--- src/rtl/unsigned_divider_pkg.sv ---
// Shared definitions for the sequential restoring divider: FSM encodings and
// the default operand width.
package unsigned_divider_pkg;

    localparam int DEFAULT_W = 8;

    typedef enum logic [1:0] {
        S_IDLE = 2'd0,
        S_CALC = 2'd1,
        S_DONE = 2'd2
    } state_t;

endpackage

--- src/rtl/unsigned_divider.sv ---
// Sequential unsigned restoring divider: one quotient bit per clock, with a
// start/busy/done handshake. Divide-by-zero skips the iteration loop.
module unsigned_divider
    import unsigned_divider_pkg::*;
#(
    parameter int W = DEFAULT_W
) (
    input  logic         sclk,
    input  logic         s_rst_n,
    input  logic         start,
    input  logic [W-1:0] dividend,
    input  logic [W-1:0] divisor,
    output logic         busy,
    output logic         done,
    output logic [W-1:0] quotient,
    output logic [W-1:0] remainder,
    output logic         div_by_zero
);

    localparam int CW = (W > 1) ? $clog2(W) : 1;
    localparam logic [CW-1:0] LAST_ITER = CW'(W - 1);

    state_t        state;
    state_t        state_nxt;
    logic [W-1:0]  dq;
    logic [W-1:0]  dvs;
    logic [W-1:0]  rem;
    logic [CW-1:0] cnt;

    logic [W:0]    t;
    logic          qbit;
    logic [W-1:0]  new_rem;
    logic [W-1:0]  new_dq;

    // The restored remainder is always below dvs, so its top bit is zero and
    // W bits suffice; subtracting on the low W bits gives the same result.
    always_comb begin
        t       = {rem, dq[W-1]};
        qbit    = (t >= {1'b0, dvs});
        new_rem = qbit ? (t[W-1:0] - dvs) : t[W-1:0];
        new_dq  = {dq[W-2:0], qbit};
    end

    always_comb begin
        state_nxt = state;
        case (state)
            S_IDLE: begin
                if (start) begin
                    state_nxt = (divisor == '0) ? S_DONE : S_CALC;
                end
            end
            S_CALC: begin
                if (cnt == LAST_ITER) begin
                    state_nxt = S_DONE;
                end
            end
            S_DONE:  state_nxt = S_IDLE;
            default: state_nxt = S_IDLE;
        endcase
    end

    always_ff @(posedge sclk or negedge s_rst_n) begin
        if (!s_rst_n) begin
            state <= S_IDLE;
        end else begin
            state <= state_nxt;
        end
    end

    always_ff @(posedge sclk or negedge s_rst_n) begin
        if (!s_rst_n) begin
            dq          <= '0;
            dvs         <= '0;
            rem         <= '0;
            cnt         <= '0;
            done        <= 1'b0;
            quotient    <= '0;
            remainder   <= '0;
            div_by_zero <= 1'b0;
        end else begin
            case (state)
                S_IDLE: begin
                    if (start) begin
                        dq          <= dividend;
                        dvs         <= divisor;
                        rem         <= '0;
                        cnt         <= '0;
                        div_by_zero <= (divisor == '0);
                        if (divisor == '0) begin
                            quotient  <= '1;
                            remainder <= dividend;
                            done      <= 1'b1;
                        end
                    end
                end
                S_CALC: begin
                    rem <= new_rem;
                    dq  <= new_dq;
                    cnt <= cnt + 1'b1;
                    // Final iteration publishes the next-state values directly.
                    if (cnt == LAST_ITER) begin
                        quotient  <= new_dq;
                        remainder <= new_rem;
                        done      <= 1'b1;
                    end
                end
                S_DONE: begin
                    done <= 1'b0;
                end
                default: begin
                    done <= 1'b0;
                end
            endcase
        end
    end

    assign busy = (state != S_IDLE);

endmodule

--- config.mk ---
export PLATFORM = sky130hd
export DESIGN_NAME = unsigned_divider
export DESIGN_NICKNAME = d
export VERILOG_FILES = /design/src/rtl/unsigned_divider_pkg.sv /design/src/rtl/unsigned_divider.sv
export SDC_FILE = /design/constraint.sdc
export NUM_CORES = 1
export LEC_CHECK = 0
export ABC_AREA = 0
export CORE_ASPECT_RATIO = 0.9
export CORE_MARGIN = 3
export CORE_UTILIZATION = 48
export DETAILED_ROUTE_END_ITERATION = 16
export PLACE_DENSITY = 0.77
export SKIP_CTS_REPAIR_TIMING = 1
export SYNTH_ARGS = -nofsm -noshare
export SYNTH_HDL_FRONTEND = slang
export SYNTH_SLANG_ARGS = --single-unit
--- constraint.sdc ---
create_clock -name sclk -period 2.05 [get_ports sclk]
set_input_delay 0.41 -clock sclk [delete_from_list [all_inputs] [get_ports sclk]]
set_output_delay 0.41 -clock sclk [all_outputs]
set_load 0.01 [all_outputs]
Yosys cells after proc, flatten, opt, wreduce, memory -nomap -nowiden:

Cells that the tools add are included.

* register bits: 47
* bits of input ports: 19
* output and inout port bits: 19
* word-level logic and storage cells: 49

* $add $sub $neg: 2
* magnitude comparators: 1
* equality and inequality tests: 5
* muxes and demuxes: 23
* reductions and logical operators: 9

Operator list (number)
* 8-bit two-way mux: 9
* 8-bit one-hot mux with 2 select lines: 4
* 9-bit by 8-bit greater-or-equal comparator with 1-bit output: 1
* 8-bit logical NOT: 1
* 8-bit subtractor: 1
* 2-bit two-way mux: 3
* 2-bit inequality test (second input constant): 3
* 3-bit one-hot mux with 2 select lines: 1
* 2-bit AND reduction: 3
* 2-bit one-hot mux with 2 select lines: 1
* 4-bit AND reduction: 1
* 2-bit nonzero test: 2
* 3-bit by 1-bit adder with 3-bit output (second input constant): 1
* 3-bit equality test (second input constant): 1
* 1-bit two-way mux: 3
* 3-bit two-way mux: 1
* 3-bit AND reduction: 1
* 2-bit by 1-bit equality test with 1-bit output (second input constant): 1
* 2-bit logical NOT: 1
* 1-bit one-hot mux with 2 select lines: 1

Depth between registers and ports, before layout:

* depth in word-level cells: 4
* depth in mapped cells: 9
* depth with buffers taken out: 9

Least setup slack after synthesis:

No wires, ideal clock.

* kind: reg2reg
* start point: reg rem[2]
* end point: reg remainder[5]
* library setup time: 0.126 ns
* arrival time: 1.819 ns
* required time: 1.924 ns
* path slack: 0.105 ns
* stages on the path, launching flop included: 9
* path buffers: 1
* clock period less this slack: 1.945 ns
* cells stage by stage: dfrtp_1 -> ha_1 -> a21o_1 -> a21oi_1 -> o2111ai_1 -> nand2_2 -> buf_4 -> mux2i_1 -> o22ai_1

* cells in the longest elaborated chain, start to end: 4
* elaborated cells on any way between the ends: 5
* classes of those cells: add/sub: 1; order compare: 1; mux: 3

RTL lines
* from (decl): RTL line unsigned_divider.sv:27 `logic [W-1:0] rem;`
* from (signal assigned): RTL line unsigned_divider.sv:97 `rem <= new_rem;`
* 8-bit subtractor / 9-bit by 8-bit greater-or-equal comparator with 1-bit output (equally long branches): RTL line unsigned_divider.sv:40, unsigned_divider.sv:39
* 8-bit two-way mux (*): RTL line unsigned_divider.sv:40 `new_rem = qbit ? (t[W-1:0] - dvs) : t[W-1:0];`
* 8-bit two-way mux (*): RTL line unsigned_divider.sv:101 `if (cnt == LAST_ITER) begin`
* 8-bit one-hot mux with 2 select lines (*): RTL line unsigned_divider.sv:81 `case (state)`
* to (signal assigned): RTL line unsigned_divider.sv:91 `remainder <= dividend;`
* to (signal assigned): RTL line unsigned_divider.sv:103 `remainder <= new_rem;`
* to (decl): RTL line unsigned_divider.sv:16 `output logic [W-1:0] remainder,`

Mark *: on every way between the ends. The rest lies on a longest branch, timed or not. The select of a mux whose other input is x is not followed.
A chain may end at the register's enable or synchronous reset.

Final worst setup path:

* start point: reg dq[7]
* end point: reg rem[6]

* cells in the longest elaborated chain, start to end: 3
* elaborated cells on any way between the ends: 4
* classes of those cells: add/sub: 1; order compare: 1; mux: 2

RTL lines
* from (decl): RTL line unsigned_divider.sv:25 `logic [W-1:0] dq;`
* from (signal assigned): RTL line unsigned_divider.sv:84 `dq <= dividend;`
* from (signal assigned): RTL line unsigned_divider.sv:98 `dq <= new_dq;`
* 8-bit subtractor / 9-bit by 8-bit greater-or-equal comparator with 1-bit output (equally long branches): RTL line unsigned_divider.sv:40, unsigned_divider.sv:39
* 8-bit two-way mux (*): RTL line unsigned_divider.sv:40
* 8-bit one-hot mux with 2 select lines (*): RTL line unsigned_divider.sv:81

Mark *: on every way between the ends. The rest lies on a longest branch, timed or not.

==> run_results.csv <==
group,metric,value,unit
yosys,yosys_warnings,0,
worst_setup_path,crit_path_max_fanout,3,
run_status,violations,"negative setup slack",
clocking,clkLatencyLatePin,0.30,ns
grt,use_met2,0.345,
clocking,clk_pin_slew,0.08,ns
finish,final_cell_mix,"dfrtp_1 (47), nand2_1 (36), clkdlybuf4s50_1 (36)",
route,wirelength,6090,um
timing,setup_viol_count_final,1,
yosys,synthSimpleGateAreaFrac,0.170,
worst_setup_path,r2r_slack,-0.004,ns
worst_setup_path,critical_path_class,"reg2reg",
place,io_buffers,37,
grt,grt_pass1_vias,2079,
pwr,power_leakage,1.47,nW
finish,fin_nets,353,
grt,use_met3,0.0343,
grt,grtUsageTotal,0.221,
yosys,yosysSeqAreaShare,0.485,
yosys,synth_top_family_by_area,"compound AO/OA/AOI/OAI gates",
worst_setup_path,cp-end-kind,"flop",
finish,finish.utilization,0.703,
grt,grt_max_degree,26,
yosys,synth_top_flop_cell,"dfrtp_1",
timing,tightest_slew,0.586,ns
floorplanning,start_util,0.520,
flow_run,max_cap_violations,0,
timing,slew_headroom,0.609,
clocking,cts_max_level,2,
yosys,muxShareOfSynthArea,0.0341,
timing,fin_crit,2.05,ns
timing,skew,0.00633,ns
timing,drv_slew,0,
finish,nFillCells,365,
pwr,total_power,6.20,mW
clocking,cts_tree,"yes",
place,place_hpwl,4340,um
route,drt_first_pass_iters,5,
finish,area_delta_synth_final,35.1,%
worst_setup_path,worstPathArrival,2.27,ns
pwr,p_per_area,1890,nW/um2
finish,drive_gt1_frac,0.223,
yosys,synth_compound_area_frac,0.178,
yosys,synth-xor-area-share,0.0217,
route,vias,2151,
finish,final_common_cell,"dfrtp_1",
worst_setup_path,timing.rr.start,"dq[7]$_DFFE_PN0P_",
grt,grt_antenna_before_repair,0,
route,route.detailed.drc,0,
yosys,ys_seq_elements,47,
yosys,synthArstFlopShare,1.00,
floorplanning,rows,23,
floorplanning,fp.coreArea,4660,um2
yosys,avgSynthCellArea,9.36,um2
route,ant_nets,0,
timing,rsz0062_at_grt,"true",
pwr,peakVddDrop,0.00100,V
grt,grt_pass1_wl,10100,um
grt,grt_most_used_layer,"met2",
floorplanning,die_w,80.9,um
yosys,synth_area,2420,um2
worst_setup_path,critPathLaunchType,"flop",
route,wire_per_inst,15.8,um
yosys,syn_nets,289,
clocking,numCtsBuffers,5,
hold_path,hold_class,"in2async",
grt,use_met1,0.319,
worst_setup_path,reg2regPathDepth,9,
yosys,synth_edf_count,0,
yosys,syn_inst,259,
grt,grt_overflow,0,
worst_setup_path,critPathRequiredTime,2.26,ns
floorplanning,dieArea,5940,um2
finish,diodes,0,
timing,fmax,0.487,GHz
worst_setup_path,cp-endpoint,"rem[6]$_DFFE_PN0P_",
timing,hold_viol_final,0,
route,post_drt_via_cell_ratio,5.59,
worst_setup_path,r2r-end,"rem[6]$_DFFE_PN0P_",
clocking,cts.path.max_buffers,2,
timing,fin_crit_sh,1.00,
clocking,root_buffer,"clkbuf_8",
route,drtIter0Drc,163,
clocking,clock_sinks,47,
floorplanning,io_pins,38,
place,pre_cts_ws,-0.219,ns
run_status,status,"finished with violations",
floorplanning,die_h,73.4,um
place,place_congestion,0.896,
yosys,synth-adder-area-share,0.0599,
worst_setup_path,startpoint,"dq[7]$_DFFE_PN0P_",
yosys,post_synth_num_cell_types,43,
timing,setup_ws,-0.00422,ns
report_power, final:
part,switching [mW],internal (mW),leakage (nW)
logic,2.08,1.90,0.885
registers,0.275,1.37,0.539
clock network,0.308,0.265,0.0470
total,2.66,3.54,1.47
worst max-delay path, cell delays in order, from the launching register on:
cell and delay (ns):
dfrtp_1 0.41, inv_2 0.08, ha_4 0.18, fa_2 0.40, nor2b_2 0.14, nor3_2 0.06, o21bai_1 0.20, a21oi_2 0.10
xor2_2 0.17, o31ai_2 0.24
flip-flops by register name (all words and copies together), names as in the netlist:
name         count
dq               8
dvs              8
quotient         8
rem              8
remainder        8
cnt              3
state            2
div_by_zero      1
done             1
cells in the mapped netlist, drive strengths merged (2+ instances only):
master	n	share of area
dfrtp	47	0.49
nand2	38	0.061
nor2	28	0.050
o21ai	22	0.045
a21oi	21	0.050
inv	13	0.020
a31oi	12	0.031
ha	10	0.052
clkbuf	8	0.012
nand3	8	0.017
buf	6	0.019
mux2i	6	0.025
o22ai	5	0.013
xor2	4	0.014
and3	3	0.0077
a211oi	2	0.0062
a21o	2	0.0062
and2	2	0.0052
mux2	2	0.0093
nand2b	2	0.0052
nor2b	2	0.0052
nor3	2	0.0041
o31ai	2	0.0062
or4	2	0.0093
xnor2	2	0.0072
cell type report:
type	count	area, um2	area share
Multi-Input combinational cell	185	1240	0.379
Sequential cell	47	1180	0.359
Timing Repair Buffer	71	646	0.197
Clock buffer	6	82.6	0.0252
Tap cell	62	77.6	0.0237
Inverter	13	48.8	0.0149
Clock inverter	1	5.00	0.00153
per-stage QoR:
stage / cells / hold slack, ns / TNS (ns) / cell area, um2
5_1_grt: 385 / 0.133 / -0.215 / 3280
4_1_cts: 385 / 0.116 / -0.632 / 3160
2_1_floorplan: 259 / 0.114 / 0 / 2420
6_report: 385 / 0.0973 / -0.00422 / 3280
3_5_place_dp: 378 / 0.443 / -2.41 / 3070
3_3_place_gp: 378 / 0.443 / -1.86 / 3070
cells by family after synthesis:
logic type / Yosys count
buffers and inverters: 27
AO/OA/AOI/OAI: 71
multiplexers: 8
flip-flops: 47
adder cells (fa/ha/maj): 11
XOR/XNOR: 6
AND/OR/NAND/NOR: 89
worst min-delay path by stage:
stage / to / slack, ns / start / depth (start not counted)
finish: rem[7]$_DFFE_PN0P_ / 0.1 / s_rst_n / 1
global route: rem[7]$_DFFE_PN0P_ / 0.13 / s_rst_n / 1
CTS: rem[7]$_DFFE_PN0P_ / 0.12 / s_rst_n / 1
detailed placement: rem[7]$_DFFE_PN0P_ / 0.44 / s_rst_n / 1
global placement: rem[7]$_DFFE_PN0P_ / 0.44 / s_rst_n / 1
floorplan: cnt[0]$_DFFE_PN0P_ / 0.11 / s_rst_n / 0
per-layer routing:
metal | part of all wire | routed length [um]
met5 | 0 | 0
met1 | 0.46 | 2780
met2 | 0.47 | 2850
met3 | 0.060 | 368
met4 | 0.014 | 86
(Power assumes the default switching activity.)
